### src/rtl/ada_hazard_unit.sv
// Pipeline hazard unit: tracks EX/MEM/WB destination records, picks operand
// forwarding sources and raises stall/bubble controls, with stall/hazard counters.
module ada_hazard_unit #(
    parameter int unsigned ENABLE_FWD = 1
) (
    input  logic        clk,
    input  logic        rst,
    input  logic [4:0]  id_gpr_port_a,
    input  logic [4:0]  id_gpr_port_b,
    input  logic        id_uses_a,
    input  logic        id_uses_b,
    input  logic [4:0]  id_gpr_wa,
    input  logic        id_gpr_we,
    input  logic        id_mem_read,
    input  logic        mem_stall_req,
    input  logic        exc_flush,
    output logic [1:0]  forward_port_a_select,
    output logic [1:0]  forward_port_b_select,
    output logic        if_stall,
    output logic        id_stall,
    output logic        ex_bubble,
    output logic        ex_stall,
    output logic        mem_stall,
    output logic [31:0] stall_cycles,
    output logic [15:0] hazard_events
);

    localparam logic [1:0] SEL_GPR = 2'b00;
    localparam logic [1:0] SEL_EX  = 2'b01;
    localparam logic [1:0] SEL_MEM = 2'b10;
    localparam logic [1:0] SEL_WB  = 2'b11;

    // Stage record layout: {wa[4:0], we, ld}
    logic [6:0]  ex_q, ex_d;
    logic [6:0]  mem_q, mem_d;
    logic [6:0]  wb_q, wb_d;
    logic        hazard_q;
    logic [31:0] stall_cycles_q, stall_cycles_d;
    logic [15:0] hazard_events_q, hazard_events_d;

    logic hazard;
    logic a_ex, a_mem, a_wb, b_ex, b_mem, b_wb;

    function automatic logic src_match(input logic uses, input logic [4:0] src,
                                       input logic [6:0] rec);
        return uses & rec[1] & (rec[6:2] == src) & (src != 5'd0);
    endfunction

    always_comb begin
        a_ex  = src_match(id_uses_a, id_gpr_port_a, ex_q);
        a_mem = src_match(id_uses_a, id_gpr_port_a, mem_q);
        a_wb  = src_match(id_uses_a, id_gpr_port_a, wb_q);
        b_ex  = src_match(id_uses_b, id_gpr_port_b, ex_q);
        b_mem = src_match(id_uses_b, id_gpr_port_b, mem_q);
        b_wb  = src_match(id_uses_b, id_gpr_port_b, wb_q);
    end

    always_comb begin
        hazard                = 1'b0;
        forward_port_a_select = SEL_GPR;
        forward_port_b_select = SEL_GPR;
        if (ENABLE_FWD != 0) begin
            // A load in EX cannot forward yet; the port falls through to older stages.
            hazard = (a_ex | b_ex) & ex_q[0];
            if (a_ex & ~ex_q[0])      forward_port_a_select = SEL_EX;
            else if (a_mem)           forward_port_a_select = SEL_MEM;
            else if (a_wb)            forward_port_a_select = SEL_WB;
            if (b_ex & ~ex_q[0])      forward_port_b_select = SEL_EX;
            else if (b_mem)           forward_port_b_select = SEL_MEM;
            else if (b_wb)            forward_port_b_select = SEL_WB;
        end else begin
            hazard = a_ex | a_mem | a_wb | b_ex | b_mem | b_wb;
        end
    end

    always_comb begin
        if_stall  = mem_stall_req | hazard;
        id_stall  = mem_stall_req | hazard;
        ex_stall  = mem_stall_req;
        mem_stall = mem_stall_req;
        ex_bubble = hazard & ~mem_stall_req & ~exc_flush;
    end

    always_comb begin
        ex_d  = ex_q;
        mem_d = mem_q;
        wb_d  = wb_q;
        if (!mem_stall_req) begin
            if (exc_flush) begin
                ex_d  = '0;
                mem_d = '0;
                wb_d  = '0;
            end else begin
                ex_d  = hazard ? 7'd0 : {id_gpr_wa, id_gpr_we, id_mem_read};
                mem_d = ex_q;
                wb_d  = mem_q;
            end
        end
    end

    always_comb begin
        stall_cycles_d  = stall_cycles_q;
        hazard_events_d = hazard_events_q;
        if (id_stall && stall_cycles_q != '1)
            stall_cycles_d = stall_cycles_q + 32'd1;
        if (hazard && !hazard_q && hazard_events_q != '1)
            hazard_events_d = hazard_events_q + 16'd1;
    end

    always_ff @(posedge clk or posedge rst) begin
        if (rst) begin
            ex_q            <= '0;
            mem_q           <= '0;
            wb_q            <= '0;
            hazard_q        <= 1'b0;
            stall_cycles_q  <= '0;
            hazard_events_q <= '0;
        end else begin
            ex_q            <= ex_d;
            mem_q           <= mem_d;
            wb_q            <= wb_d;
            hazard_q        <= hazard;
            stall_cycles_q  <= stall_cycles_d;
            hazard_events_q <= hazard_events_d;
        end
    end

    assign stall_cycles  = stall_cycles_q;
    assign hazard_events = hazard_events_q;

endmodule

### config.mk
export PLATFORM = sky130hd
export DESIGN_NAME = ada_hazard_unit
export DESIGN_NICKNAME = d
export VERILOG_FILES = /design/src/rtl/ada_hazard_unit.sv
export SDC_FILE = /design/constraint.sdc
export NUM_CORES = 1
export LEC_CHECK = 0
export CORE_ASPECT_RATIO = 0.75
export CORE_MARGIN = 4
export CORE_UTILIZATION = 51
export CTS_CLUSTER_SIZE = 25
export DETAILED_ROUTE_END_ITERATION = 8
export GPL_TIMING_DRIVEN = 0
export MAX_ROUTING_LAYER = met4
export PLACE_DENSITY = 0.83
export SYNTH_ARGS = -nofsm -noshare
export SYNTH_HDL_FRONTEND = slang
export SYNTH_SLANG_ARGS = --single-unit
### constraint.sdc
create_clock -name clk -period 2.5 [get_ports clk]
set_input_delay 0.25 -clock clk [delete_from_list [all_inputs] [get_ports clk]]
set_output_delay 0.25 -clock clk [all_outputs]
set_load 0.05 [all_outputs]
# Yosys cells after proc, flatten, opt, wreduce, memory -nomap -nowiden

Cells that the tools add are included.

Register bits after elaboration: 70
Output and inout port bits: 57
Word-level logic and storage cells: 60

Bitwise logic cells: 28
$add $sub $neg: 2
Eq/ne operators: 8
Multiplexer cells: 10
Reduce and logical (&&, ||, !) cells: 6

Operators with widths:

| operator                                                        | number |
|---|---|
| 32-bit by 1-bit adder with 32-bit output, second input constant | 1 |
| 32-bit inequality test, second input constant                   | 1 |
| 5-bit equality test                                             | 6 |
| 7-bit 2-to-1 mux                                                | 4 |
| 1-bit bitwise AND                                               | 23 |
| 16-bit by 1-bit adder with 16-bit output, second input constant | 1 |
| 16-bit inequality test, second input constant                   | 1 |
| 2-bit 2-to-1 mux                                                | 6 |
| 5-bit nonzero test                                              | 2 |
| 1-bit logical AND                                               | 3 |
| 1-bit NOT                                                       | 3 |
| 1-bit bitwise OR                                                | 2 |
| 1-bit logical NOT                                               | 1 |

# Logic depth before layout (Yosys ltp)

Depth in word-level cells: 7
Mapped depth: 9

# Worst setup path before layout

Ideal clock, no wire load.

Path type: in2out
Start point: in id_gpr_port_a[0]
End point: out forward_port_a_select[1]
Data required time: 2250 ps
Setup slack: -226 ps
Arrival time: 2476 ps
Cell stages on the path: 4
Cell sequence: or4_4 > o21ai_4 > and4b_2 > a221oi_1

Cells in the longest elaborated chain, start to end: 6
Elaborated cells between the ends (all ways): 14
Classes of those cells: eq/ne: 3; mux: 3; bitwise: 7; reduce/logical: 1

Ends and longest elaborated chain:

| item                           | line | text |
|---|---|---|
| start: declaration             | 8    | `input logic [4:0] id_gpr_port_a,` |
| 5-bit equality test            | 46   | `return uses & rec[1] & (rec[6:2] == src) & (src != 5'd0);` |
| 1-bit bitwise AND (2 in a row) | 46   |  |
| 2-bit 2-to-1 mux               | 67   | `else if (a_wb) forward_port_a_select = SEL_WB;` |
| 2-bit 2-to-1 mux               | 66   | `else if (a_mem) forward_port_a_select = SEL_MEM;` |
| 2-bit 2-to-1 mux (*)           | 65   | `if (a_ex & ~ex_q[0]) forward_port_a_select = SEL_EX;` |
| end: declaration               | 17   | `output logic [1:0] forward_port_a_select,` |

Mark *: on every way between the ends. The rest lies on a longest branch, timed or not.

# Worst setup path after layout

Start point: in id_gpr_port_b[0]
End point: out if_stall

Cells in the longest elaborated chain, start to end: 6
Elaborated cells between the ends (all ways): 7
Classes of those cells: eq/ne: 1; bitwise: 5; reduce/logical: 1

Ends and longest elaborated chain:

| item                  | line | text |
|---|---|---|
| start: declaration    | 9    | `input logic [4:0] id_gpr_port_b,` |
| 5-bit equality test   | 46   |  |
| 1-bit bitwise AND     | 46   |  |
| 1-bit bitwise AND (*) | 46   |  |
| 1-bit bitwise OR (*)  | 64   | `hazard = (a_ex \| b_ex) & ex_q[0];` |
| 1-bit bitwise AND (*) | 64   |  |
| 1-bit bitwise OR (*)  | 77   | `if_stall = mem_stall_req \| hazard;` |
| end: declaration      | 19   | `output logic if_stall,` |

Marked as above.

==> impl_metrics.ini <==
[logic_synthesis]
ys_ff_latch = 68
yosysTopAreaCell = dfrtp_1
synth_edf_count = 0
synth_area_leaders = dfrtp_1 (48%), xnor2_1 (12%), xor2_1 (6.7%), nand4_1 (3.9%), nand2_1 (3.8%)
ys_seq_area_frac = 0.480
synthXorXnorAreaFrac = 0.188
synth_flop_cell = dfrtp_1
syn_inst = 331
yosysUniqueCellTypes = 42
synthAdderAreaFrac = 0.00705
async_reset_ff_frac = 1.00
synthesis.nets = 356
ys_warn_count = 0
synth-simple-area-share = 0.217
synthTopCellsByCount = dfrtp_1 (68), xnor2_1 (49), nand2_1 (36)
synth_top_family_by_area = simple AND/OR/NAND/NOR gates
netlist_area_um2 = 3550
synth_compound_area_frac = 0.0779
synth_top_area_share = 0.480
synth.area.mux_share = 0.00635
synth_most_common_cell = dfrtp_1
postSynthAreaPerCell_um2 = 10.7

[pwr]
powerDensity_nw_per_um2 = 593
static-leakage-power_nw = 2.02
irDropWorstVdd_v = 0.000475

[worst_setup_path]
arrival_ps = 2200
r2r-end = hazard_events[15]$_DFFE_PP0P_
slowest_delay_ps = 560
reg2reg_depth = 8
worst_ep_required_time_ps = 2250
end_kind = output pin
reg2reg_slack_ps = 120
critPathKind = primary input to output pin
crit_chain = dlygate4sd2_1 > or4_4 > o21ai_4 > and4b_2 > o21ai_4 > nand2_1 > buf_4 > buf_4
reg2reg_from = ex_q[4]$_DFFE_PP0N_
crit_slowest_cell = or4_4
start_kind = primary input
critPathMaxFanout = 5

[detailed_routing]
vias = 2899
ant_nets = 0
drt_iter0_markers = 157
drc = 0
vias_per_cell = 5.61
first_pass_iters = 4
wl_per_cell_um = 17.0
wl_mm = 8.81

[timing]
timing.final.crit_period_ps = 2450
period_share = 0.980
hold_ws_ps = 371
worst_slew_pin_slew_ps = 770
hold_viol = 0
finalSetupViolCount = 0
final_max_slew_viol_count = 0
fin_skew_ps = 10.0
max_clock_freq_ghz = 0.408
maxSlewHeadroom = 0.486

[run]
drv_cap = 0

[placed_design]
dp_hpwl_mm = 6.46
port_buffers = 79
place.gp.congestion = 0.965
dpl_cell_area_um2 = 4480

[floorplan]
dieArea_um2 = 8370
coreArea_um2 = 6800
ioPinCount = 80
die_h_um = 80.2
rows = 26
start_util = 0.522
fp.dieW_um = 104

[final_layout]
n_antenna_cell = 0
syn2layout_area_growth_pct = 33.3
nets = 454
fillers = 516
drive_gt1_frac = 0.162
finalInstanceArea_um2 = 4730

[min_path]
min_path_type = primary input to asynchronous set/reset pin

[clock_tree]
clock_latency_ps = 340
clk_path_buf_depth = 2
cts-htree-levels = 3
root_buffer = clkbuf_8
numCtsBuffers = 9
cts_tree = built
cts_num_sinks = 68
path_clk_slew_ps = 70

[global_route]
grt_pass1_wl_mm = 14.7
antenna_found_initial = 0
overflow = 0
first_global_vias = 2860
grt_usage = 0.228
grt_max_degree = 38

[outcome]
status = finished, final reports clean
## power breakdown
group,internal (W),switching [W]
clock,0.000508,0.000399
sequential,0.00118,0.000101
combinational,0.000243,0.000379
## critical path: cells and delay by family
family / cells / cell delay (ps)
AOI/OAI and AO/OA: 2 / 350
and+or+nand+nor: 3 / 950
buffers and inverters: 3 / 640
## stage by stage
step	setup TNS [ps]	worst slack, ps	total power, W	std cells	util
after detailed placement	-16550	-876	0.00191	495	0.658
after global placement	-51940	-881	0.00189	494	0.655
final	0	50.9	0.00281	517	0.696
after floorplan	0	21.3	0.00167	331	-
after CTS	-23.9	-23.9	0.00282	511	0.689
after global routing	-3.50	-3.50	0.00294	517	0.696
## what timing repair did
item | CTS | global route
gates resized for setup | 43 | 14
buffers inserted | 1 | 6
hold buffers | 0 | 0
setup endpoints to repair | 13 | 31
pin swaps | 2 | 4
## cell families (layout without fill, tap and decap cells)
kind of cell / Yosys count / count (layout)
and+or+nand+nor: 136 / 136
DFF: 68 / 68
buffers and inverters: 16 / 118
AOI/OAI and AO/OA: 31 / 31
xor gates and xnor gates: 76 / 76
adders and majority gates: 2 / 2
muxes: 2 / 2
## cell type report
class / count / area [µm²] / area share
plain buffers: 10 / 67.6 / 0.0143
flip-flops and latches: 68 / 1700 / 0.360
well taps: 84 / 105 / 0.0222
repair buffers: 87 / 840 / 0.178
multi-input cells: 247 / 1790 / 0.378
clock buffers: 11 / 151 / 0.0320
clock inverters: 4 / 48.8 / 0.0103
inverters: 6 / 25.0 / 0.00529
## per-layer routing
layer  part of all wire  GRT usage
met5                  0          -
met4             0.0047     0.0478
met3              0.070     0.0667
met2               0.46      0.349
met1               0.46      0.305
## cells in the final DEF, fill, tap and decap left out, types with 2 or more instances in the layout
cell | Yosys | final
buf_6 | 2 | 3
nor4_2 | 1 | 3
xor2_1 | 27 | 27
nor3_2 | 1 | 3
mux2_2 | 2 | 2
or4_4 | 2 | 2
clkbuf_2 | 0 | 2
and3_1 | 14 | 14
clkinv_2 | 0 | 2
clkbuf_1 | 4 | 4
nand3_1 | 16 | 16
inv_1 | 5 | 4
dfrtp_2 | 0 | 2
o21ai_0 | 10 | 10
nand2_1 | 36 | 36
and2_1 | 3 | 3
nand3_2 | 6 | 6
xnor2_1 | 49 | 49
nor3_1 | 4 | 2
clkbuf_8 | 0 | 11
ha_1 | 2 | 2
nor2_2 | 2 | 2
nand4_1 | 22 | 22
nor4_1 | 4 | 2
buf_4 | 3 | 12
clkdlybuf4s50_1 | 0 | 64
nand4b_1 | 2 | 2
a22o_1 | 10 | 10
dfrtp_1 | 68 | 66
and4b_2 | 1 | 2
dlygate4sd2_1 | 0 | 6
nor2_1 | 17 | 17
o21ai_4 | 3 | 3
## worst max-delay path by stage
stage,start,endpoint,slack (ps),cells past startpoint
after floorplan,id_gpr_port_a[0],forward_port_a_select[0],20,4
after global placement,id_gpr_port_a[0],if_stall,-880,8
after detailed placement,id_gpr_port_a[0],if_stall,-880,8
after CTS,ex_q[4]$_DFFE_PP0N_,stall_cycles[25]$_DFFE_PP0P_,-20,9
after global routing,ex_q[4]$_DFFE_PP0N_,ex_bubble,-3,7
final,id_gpr_port_b[0],if_stall,50,8
## flip-flops by register name, indices dropped and copies added (netlist names)
name           count
mem_q              6
wb_q               6
hazard_q           1
hazard_events     16
stall_cycles      32
ex_q               7
No activity file was read; power rests on OpenSTA's default activity.
==> patch, RTL diff (config.mk and constraints unchanged) <==
The parameter `ENABLE_FWD` goes from 1 to 0.
--- a/src/rtl/ada_hazard_unit.sv
+++ b/src/rtl/ada_hazard_unit.sv
@@ -1,7 +1,7 @@
 // Pipeline hazard unit: tracks EX/MEM/WB destination records, picks operand
 // forwarding sources and raises stall/bubble controls, with stall/hazard counters.
 module ada_hazard_unit #(
-    parameter int unsigned ENABLE_FWD = 1
+    parameter int unsigned ENABLE_FWD = 0
 ) (
     input  logic        clk,
     input  logic        rst,
Behaviour: not the same (a bounded check fails within 4 cycles, from zero or initial values and one cycle with rst high).
==> patch against the unedited design <==
- routed wire length is 8.1% lower
- clock power rose by 15%
- non-clock buffer count grew 2
- design area down 1.1%
- largest cell class unchanged
- critical path type is now reg2out
- register-to-register slack worse by 0.05 ns
- first-iteration DRC count down 21%
- critical endpoint unchanged
- core utilization increased by 3.7 points
- count of clock-buffer cells in the layout did not move
- via count shrank 5.5%
- sequential cell count decreased by 1
- worst setup slack gained 0.014 ns
- area after synthesis is 4.2% lower
- power increased by 9.1%
==> patch: results (changes against the unedited design) <==
metric,value,unit,change
synth_area_leaders,"dfrtp_1 (49%), xor2_1 (10%), xnor2_1 (9.3%)",,"was dfrtp_1 (48%), xnor2_1 (12%), xor2_1 (6.7%)"
dp_cells,476,,was 495
worst_path_max_delay_cell,dfrtp_1,,was or4_4
status,"finished, final reports clean",,unchanged
ys_top_cells_by_count,"dfrtp_1 (67), nand2_1 (41), xor2_1 (40)",,"was dfrtp_1 (68), xnor2_1 (49), nand2_1 (36)"
relSlewSlack,0.587,,was 0.486
leakagePower,2.09,nW,was 2.02 nW
startpoint,wb_q[5]$_DFFE_PP0N_,,was id_gpr_port_b[0]
grt_pass1_wl,13.1,mm,was 14.7 mm
pg_clk,1.04,mW,was 0.907 mW
critPathMaxFanout,3,,was 5
drt_iter0_markers,124,,was 157
n_fill_cell,474,,was 516
r2r_slack,0.07,ns,was 0.12 ns
post-dp-hpwl,5.83,mm,was 6.46 mm
r2r_end,stall_cycles[22]$_DFFE_PP0P_,,was hazard_events[15]$_DFFE_PP0P_
whs,0.307,ns,was 0.371 ns
grt_pass1_vias,2636,,was 2860
syn_area_per_cell,10.7,sq um,about the same
grt_max_degree,39,,was 38
wirelength,8.09,mm,was 8.81 mm
p_clk_frac,0.341,,was 0.323
irDropWorstVdd,0.497,mV,was 0.475 mV
combinationalPowerShare,0.242,,was 0.222
reg2regPathDepth,10,,was 8
layout-drive-gt1-share,0.173,,was 0.162
routedWlPerCell,16.1,um,was 17.0 um
==> patch: cell count changes in the layout (fill, tap and decap cells not counted), sizes merged, moves of 5 or more <==
| cell | before | now |
|---|---|---|
| buf | 19 | 24 |
| nand4 | 23 | 12 |
| nor3 | 6 | 11 |
| nor2 | 19 | 8 |
| xor2 | 27 | 40 |
| xnor2 | 49 | 36 |
| nand2 | 36 | 41 |
| and3 | 14 | 7 |
==> patch: timing repair <==
item	4_1_cts	5_1_grt
hold buffers	0	0
pin swaps	5	14
endpoints found under the setup margin	3	39
buffers inserted	4	7
gates resized for setup	27	21
==> patch: cell type report <==
| class | instances | area, sq um | share of cell area |
|---|---|---|---|
| multi-input cells | 234 | 1700 | 0.363 |
| flip-flops and latches | 67 | 1680 | 0.359 |
| repair buffers | 86 | 842 | 0.180 |
| clock buffers | 11 | 151 | 0.0324 |
| well taps | 81 | 101 | 0.0217 |
| plain buffers | 13 | 93.8 | 0.0201 |
| clock inverters | 5 | 83.8 | 0.0179 |
| inverters | 6 | 27.5 | 0.00589 |
==> patch: layer usage <==
metal	global-route usage	wire [um]	share of wire
met5	-	0	0
met4	0.0511	127	0.016
met3	0.0465	489	0.060
met2	0.326	3850	0.48
met1	0.292	3630	0.45
==> patch: cell families (layout without fill, tap and decap cells) <==
| family | after synthesis | count (layout) | synth area share |
|---|---|---|---|
| xor gates and xnor gates | 76 | 76 | 0.196 |
| AOI/OAI and AO/OA | 26 | 26 | 0.0604 |
| adders and majority gates | 2 | 2 | 0.00736 |
| DFF | 67 | 67 | 0.493 |
| other | 1 | 4 | 0.00110 |
| buffers and inverters | 19 | 121 | 0.0339 |
| muxes | 1 | 1 | 0.00331 |
| and+or+nand+nor | 125 | 125 | 0.205 |
